File: src/rtl/ctrl_mem_sequencer.sv
// Configuration sequencer: stores up to DEPTH config words and replays entries
// 0..num_cfg-1 for num_iter loops over an en/rdy transmit port.
module ctrl_mem_sequencer #(
  parameter int CFG_W  = 49,
  parameter int DEPTH  = 8,
  parameter int AW     = $clog2(DEPTH),
  parameter int ITER_W = 16
) (
  input  logic              clk,
  input  logic              reset,
  input  logic              recv_wr__en,
  input  logic [AW-1:0]     recv_wr__addr,
  input  logic [CFG_W-1:0]  recv_wr__msg,
  output logic              recv_wr__rdy,
  input  logic              start,
  input  logic [AW:0]       num_cfg,
  input  logic [ITER_W-1:0] num_iter,
  output logic              send_ctrl__en,
  output logic [CFG_W-1:0]  send_ctrl__msg,
  input  logic              send_ctrl__rdy,
  output logic              busy,
  output logic              done
);

  localparam logic [1:0] IDLE = 2'd0;
  localparam logic [1:0] RUN  = 2'd1;
  localparam logic [1:0] DONE = 2'd2;

  localparam logic [AW:0]       DEPTH_C  = DEPTH[AW:0];
  localparam logic [AW:0]       CFG_ONE  = {{AW{1'b0}}, 1'b1};
  localparam logic [AW-1:0]     PTR_ONE  = {{(AW-1){1'b0}}, 1'b1};
  localparam logic [ITER_W-1:0] ITER_ONE = {{(ITER_W-1){1'b0}}, 1'b1};

  logic [1:0]        state, state_nxt;
  logic [AW-1:0]     ptr, ptr_nxt;
  logic [ITER_W-1:0] iter, iter_nxt;
  logic [AW:0]       cfg_lat, cfg_lat_nxt;
  logic [ITER_W-1:0] iter_lat, iter_lat_nxt;

  logic [CFG_W-1:0]  mem [DEPTH];

  logic [AW:0] cfg_clamped;
  logic        last_ptr;
  logic        last_iter;
  logic        wr_fire;

  assign cfg_clamped = (num_cfg > DEPTH_C) ? DEPTH_C : num_cfg;
  assign last_ptr    = ({1'b0, ptr} == (cfg_lat - CFG_ONE));
  assign last_iter   = (iter == (iter_lat - ITER_ONE));
  assign wr_fire     = (state == IDLE) && recv_wr__en;

  // Handshake outputs are combinational so en can never run ahead of rdy.
  assign recv_wr__rdy   = (state == IDLE);
  assign busy           = (state == RUN);
  assign done           = (state == DONE);
  assign send_ctrl__en  = (state == RUN) && send_ctrl__rdy;
  assign send_ctrl__msg = mem[ptr];

  // NOTE: every variable assigned in always_comb gets a default first, so no
  // path through the case leaves it unassigned and no latch is inferred.
  always_comb begin
    state_nxt    = state;
    ptr_nxt      = ptr;
    iter_nxt     = iter;
    cfg_lat_nxt  = cfg_lat;
    iter_lat_nxt = iter_lat;
    case (state)
      IDLE: begin
        if (start) begin
          cfg_lat_nxt  = cfg_clamped;
          iter_lat_nxt = num_iter;
          ptr_nxt      = '0;
          iter_nxt     = '0;
          if ((cfg_clamped == '0) || (num_iter == '0)) begin
            state_nxt = DONE;
          end else begin
            state_nxt = RUN;
          end
        end
      end
      RUN: begin
        if (send_ctrl__en) begin
          if (last_ptr) begin
            ptr_nxt  = '0;
            iter_nxt = iter + ITER_ONE;
            if (last_iter) begin
              state_nxt = DONE;
            end
          end else begin
            ptr_nxt = ptr + PTR_ONE;
          end
        end
      end
      DONE: begin
        state_nxt = IDLE;
      end
      default: begin
        state_nxt = IDLE;
      end
    endcase
  end

  // NOTE: sequential state uses non-blocking assignments so every register
  // samples pre-edge values, independent of statement order.
  always_ff @(posedge clk or negedge reset) begin
    if (!reset) begin
      state    <= IDLE;
      ptr      <= '0;
      iter     <= '0;
      cfg_lat  <= '0;
      iter_lat <= '0;
    end else begin
      state    <= state_nxt;
      ptr      <= ptr_nxt;
      iter     <= iter_nxt;
      cfg_lat  <= cfg_lat_nxt;
      iter_lat <= iter_lat_nxt;
    end
  end

  // NOTE: the config store is reset to zero so a replay before any write sends
  // known words; this keeps it in flops rather than a RAM macro.
  always_ff @(posedge clk or negedge reset) begin
    if (!reset) begin
      for (int i = 0; i < DEPTH; i++) begin
        mem[i] <= '0;
      end
    end else if (wr_fire) begin
      mem[recv_wr__addr] <= recv_wr__msg;
    end
  end

endmodule

File: config.mk
export PLATFORM = sky130hd
export DESIGN_NAME = ctrl_mem_sequencer
export DESIGN_NICKNAME = d
export VERILOG_FILES = /design/src/rtl/ctrl_mem_sequencer.sv
export SDC_FILE = /design/constraint.sdc
export NUM_CORES = 1
export LEC_CHECK = 0
export BUFFER_PORTS_ARGS = -buffer_cell sky130_fd_sc_hd__buf_2
export CAP_MARGIN = 20
export CORE_UTILIZATION = 50
export CTS_CLUSTER_SIZE = 40
export DETAILED_ROUTE_END_ITERATION = 7
export GPL_TIMING_DRIVEN = 0
export PLACE_DENSITY = 0.73
export SETUP_SLACK_MARGIN = 0.05
export SLEW_MARGIN = 20
export SYNTH_ARGS = -nofsm -noshare
export SYNTH_HDL_FRONTEND = slang
export SYNTH_SLANG_ARGS = --single-unit
File: constraint.sdc
create_clock -name clk -period 3.3 [get_ports clk]
set_clock_uncertainty 0.15 [all_clocks]
set_input_delay 0.165 -clock clk [delete_from_list [all_inputs] [get_ports clk]]
set_output_delay 0.165 -clock clk [all_outputs]
set_load 0.01 [all_outputs]
== After elaboration in Yosys (flattened, before gate mapping) ==
Cells that the tools add are included.
Widths: inputs -> output; s select.

* Bits of input ports: 77
* Word-level logic and storage cells: 64
* Output and inout bits: 53
* Bits in registers: 433

* Bitwise gates (word level): 2
* Multiplexer cells: 21
* $add $sub $neg: 4
* $lt $le $gt $ge: 4
* Reduce and logical (&&, ||, !) cells: 12
* Equal/unequal tests: 8

{| class="wikitable"
|+ Operators by type and width
! kind !! count
|-
| $bwmux 392 || 1
|-
| $bmux 49 s3 || 1
|-
| $demux 49 s3 || 1
|-
| $mux 49 || 3
|-
| $mux 16 || 3
|-
| $pmux 16 s2 || 1
|-
| $add 16x1->16 const B || 1
|-
| $eq 16x16->1 || 1
|-
| $logic_not 16->1 || 1
|-
| $sub 16x1->16 const B || 1
|-
| $mux 2 || 5
|-
| $mux 3 || 3
|-
| $ge 4x4->1 const B || 2
|-
| $not 3->4 || 2
|-
| $reduce_and 4->1 || 2
|-
| $ne 2x1->1 const B || 3
|-
| $pmux 3 s2 || 1
|-
| $eq 3x4->1 || 1
|-
| $gt 4x4->1 const B || 1
|-
| $logic_not 4->1 || 1
|-
| $lt 4x1->1 const B || 1
|-
| $mux 4 || 1
|-
| $pmux 2 s2 || 1
|-
| $sub 4x1->4 const B || 1
|-
| other kinds (10) || 12
|}

== Longest topological paths before layout ==
* Depth after elaboration: 7
* Gate-level depth with buffers: 8
* Mapped depth without buffers: 8

== Least setup slack after synthesis ==
OpenSTA, ideal clock, no wires.

* Kind: flip-flop to flip-flop
* Start: reg iter_lat[0]
* End: reg state[0]
* Data required time: 3.029 ns
* Stages on the path, launching flop included: 9
* Clock period less this slack: 2.651 ns
* Data arrival time: 2.380 ns
* Library setup time: 0.121 ns
* Slack: 0.649 ns
* Path buffers: 0
* Cell sequence: dfrtp_1 -> inv_1 -> ha_1 -> or3b_1 -> a2111oi_4 -> nor3_1 -> nand4b_1 -> or4_4 -> o22a_1

* Word-level cells in the longest chain between the ends: 4

{| class="wikitable"
|+ Ends and longest elaborated chain
! item !! line !! source
|-
| start: declaration || 38 || <nowiki>logic [ITER_W-1:0] iter_lat, iter_lat_nxt;</nowiki>
|-
| start signal: assignment || 117 || <nowiki>iter_lat <= iter_lat_nxt;</nowiki>
|-
| $sub 16x1->16 || 49 || <nowiki>assign last_iter = (iter == (iter_lat - ITER_ONE));</nowiki>
|-
| $eq 16x16->1 || 49 ||
|-
| $ne 2x1->1 (no line) || -- ||
|-
| $reduce_and 4->1 (no line) || -- ||
|-
| end signal: assignment || 113 || <nowiki>state <= state_nxt;</nowiki>
|-
| end: declaration || 34 || <nowiki>logic [1:0] state, state_nxt;</nowiki>
|}

No other way between the ends.
A chain may end at the register's enable or synchronous reset.

== Worst setup path after layout ==
* Start: reg ptr[1]
* End: out send_ctrl__msg[14]

* Word-level cells in the longest chain between the ends: 4

{| class="wikitable"
|+ Ends and longest elaborated chain
! item !! line !! source
|-
| start: declaration || 35 || <nowiki>logic [AW-1:0] ptr, ptr_nxt;</nowiki>
|-
| start signal: assignment || 114 || <nowiki>ptr <= ptr_nxt;</nowiki>
|-
| $not 3->4 (implied by the code) || 57 || <nowiki>assign send_ctrl__msg = mem[ptr];</nowiki>
|-
| $bmux 49 s3 || 57 ||
|-
| $mux 49 (implied by the code) (2 in a row) || 57 ||
|-
| end: declaration || 19 || <nowiki>output logic [CFG_W-1:0] send_ctrl__msg,</nowiki>
|}

No other way between the ends. The select of a mux whose other input is x is not followed.

==> impl_metrics.ini <==
[clocking]
cts_sinks = 433
clkTransAtPathRegs_ns = 0.06
cts_tree = yes
cts_buffers = 46
cts_root_buf = clkbuf_16
h-tree-depth = 2
clockBufferDepth = 3
clock_latency_ns = 0.57
cts_setup_buffers = 0

[critical_path]
worst-r2r-setup-slack_ns = 0.23
critPathSlowestCell = buf_1
slowest_delay_ns = 0.72
crit_top_cell = buf_2
reg2reg_from = state[0]
path_class = reg -> out
r2r-end = mem[94]
crit_path_end_kind = output port
crit_path_cell_trace = buf_2 > buf_1 > mux4_2 > mux2_2 > buf_2
critPathArrivalTime_ns = 2.81
reg2reg_depth = 8
cp-start-kind = flip-flop
cp_max_fo = 10
required_ns = 2.98

[timing]
setup_viol = 0
fin_crit_sh_pct = 94.8
fin_ws_ns = 0.173
rsz0062_at_grt = no
maxSlewViolCount = 0
hold_viol = 0
worstMarginPinSlew_ns = 0.915
fmax_mhz = 320
slew-limit-headroom_pct = 39.0
period_minus_slack_ns = 3.13

[placed_design]
dp.cells = 1971
io_buffers = 129
pre_cts_slack_ns = 0.0190
dp_hpwl_um = 28800
place_congestion = 0.821

[drt]
first_iter_violations = 623
first_pass_iters = 5
num_vias = 12200
wire_per_inst_um = 21.2
via_per_inst = 5.75
wl_um = 44900
drc = 0
ant_nets = 0

[synthesis]
yosysWarningCount = 0
yosysSeqAreaShare_pct = 54.4
synth_area_leaders = dfrtp_1, mux2_2, mux4_2
synth_edf_count = 0
yosysTopAreaCell = dfrtp_1
ys.flop_type = dfrtp_1
netlist_instances = 1320
ys_ff_latch = 433
syn_nets = 1401
synth_top_area_share_pct = 54.4
ys_types = 56
syn_area_mm2 = 0.0199
async_flop_share_pct = 100
syn_avg_cell_area_um2 = 15.1

[finish]
fill_cells = 2998
drive_gt1_share_pct = 47.8
diodes = 0
final_nets = 1653
area.growth.synth_to_final_pct = 18.0
instances_no_fill = 2122
register_area_mm2 = 0.0108
multi_input_area_mm2 = 0.00872

[floorplanning]
initial_core_util_pct = 51.1
rows = 72
die_x_um = 202
die_h_um = 202
dieArea_mm2 = 0.0406
io_pins = 130
core_area_mm2 = 0.0389

[global_route]
grt_antenna_before_repair = 0
grt_max_degree = 107
grt_pass1_wl_um = 73200
first_global_vias = 13000
grt.overflow.total = 0
grt_usage_pct = 23.1

[power_and_ir_drop]
clockPowerShare_pct = 40.5
p_leak_nw = 11.6
vdd_drop_max_mv = 0.393
combPwrFrac_pct = 15.2
p_switching_mw = 3.26
p_total_mw = 12.2
swShare_pct = 26.8
power_density_mw_per_mm2 = 517
seqPwrFrac_pct = 44.3
p_int_mw = 8.89

[hold_path]
hp-class = in -> async

[flow_run]
maxCapViolations = 0

[outcome]
status = completed
-- routing by layer --
| metal | track usage (%) | vias up | wire [um] |
|---|---|---|---|
| li1 | - | 5434 | - |
| met1 | 32.4 | 6479 | 20100 |
| met2 | 37.5 | 236 | 22200 |
| met3 | 3.34 | 55 | 1840 |
| met4 | 6.90 | 0 | 830 |
| met5 | 0 | - | 0 |
-- worst max-delay path, delay by kind of cell (launching register included) --
kind | cells | cell delay (ns)
buffers and inverters | 3 | 1.17
DFF | 1 | 0.35
muxes | 2 | 0.71
-- cells in the mapped netlist, types with 3 or more instances --
cell type / instances
buf_2: 5
mux4_2: 98
a21oi_1: 4
nor3_1: 7
mux2_2: 442
clkbuf_1: 53
and2_1: 3
nor2_1: 23
o21ai_0: 20
xnor2_1: 17
xor2_1: 12
nand2_1: 73
inv_1: 11
or4_1: 4
buf_1: 23
nor2b_1: 4
dfrtp_1: 433
nand3_1: 10
ha_1: 4
nor4_1: 11
nand4_1: 10
nand2b_1: 4
and3_1: 3
nand3b_1: 4
-- state kept, by name, summed over array words and instances (netlist names) --
| register | flops |
|---|---|
| cfg_lat | 4 |
| iter_lat | 16 |
| ptr | 3 |
| iter | 16 |
| mem | 392 |
| state | 2 |
-- power by group through the flow --
| stage | Combinational (mW) | Clock, mW | Sequential, mW |
|---|---|---|---|
| floorplan | 1.13 | 0 | 5.47 |
| global placement | 1.76 | 0 | 5.48 |
| detailed placement | 1.80 | 0 | 5.48 |
| CTS | 1.92 | 5.03 | 5.39 |
| global route | 2.01 | 5.23 | 5.39 |
| finish | 1.85 | 4.92 | 5.39 |
-- worst max path at each step --
stage / cells past startpoint / endpoint / startpoint / slack, ns
2_1_floorplan: 8 / state[0] / iter_lat[0] / 0.65
3_3_place_gp: 1 / mem[27] / reset / -6.37
3_5_place_dp: 5 / send_ctrl__msg[14] / ptr[0] / 0.02
4_1_cts: 5 / send_ctrl__msg[33] / ptr[0] / 0.05
5_1_grt: 8 / mem[91] / state[0] / 0.06
6_report: 5 / send_ctrl__msg[14] / ptr[1] / 0.17
-- placed cells by master, fill, tap and decap left out, types with 3 or more instances in the layout --
cell type      netlist  layout
mux2_2             442     442
dfrtp_1            433     433
buf_2                5     144
mux4_2              98      98
nand2_1             73      73
dlygate4sd3_1        0      71
clkbuf_1            53      62
clkbuf_16            0      46
nor2_1              23      23
o21ai_0             20      20
xnor2_1             17      17
buf_1               23      12
xor2_1              12      12
inv_1               11      11
nor4_1              11      11
nand4_1             10      10
nand3_1             10      10
clkinv_2             0       9
clkbuf_8             0       8
nor3_1               7       7
nand2b_1             4       4
nor2b_1              4       4
or4_1                4       4
a21oi_1              4       4
nand3b_1             4       4
ha_1                 4       4
buf_16               0       4
and2_1               3       3
and3_1               3       3
-- cell families after synthesis --
logic type	Yosys count	synth area share (%)
muxes	541	36.1
DFF	433	54.4
and+or+nand+nor	174	4.49
buffers and inverters	92	1.77
AOI/OAI and AO/OA	47	1.64
xor gates and xnor gates	29	1.28
adders and majority gates	4	0.251
-- metrics by stage --
stage	cell area (um2)	util, %	TNS (ns)	hold slack, ns
final	23500	60.3	0	0.0234
after global placement	21200	54.5	-2741.82	0.227
after CTS	23500	60.4	0	0.0328
after floorplan	19900	-	0	-0.281
after global routing	23500	60.3	0	0.0846
after detailed placement	21300	54.8	0	0.0463
-- timing repair --
| item | in CTS | in global routing |
|---|---|---|
| gates cloned | 0 | 0 |
| hold buffers | 71 | 0 |
| resized for setup | 31 | 12 |
| endpoints found under the hold margin | 602 | 0 |
| setup endpoints to repair | 49 | 40 |
-- area by class of cell --
class	instances	share of cell area, %
Timing Repair Buffer	204	6.29
Multi-Input combinational cell	795	37.1
Inverter	11	0.176
Sequential cell	433	46.1
Tap cell	518	2.76
Clock inverter	15	0.527
Buffer	81	1.42
Clock buffer	65	5.55
(Power assumes the default switching activity.)
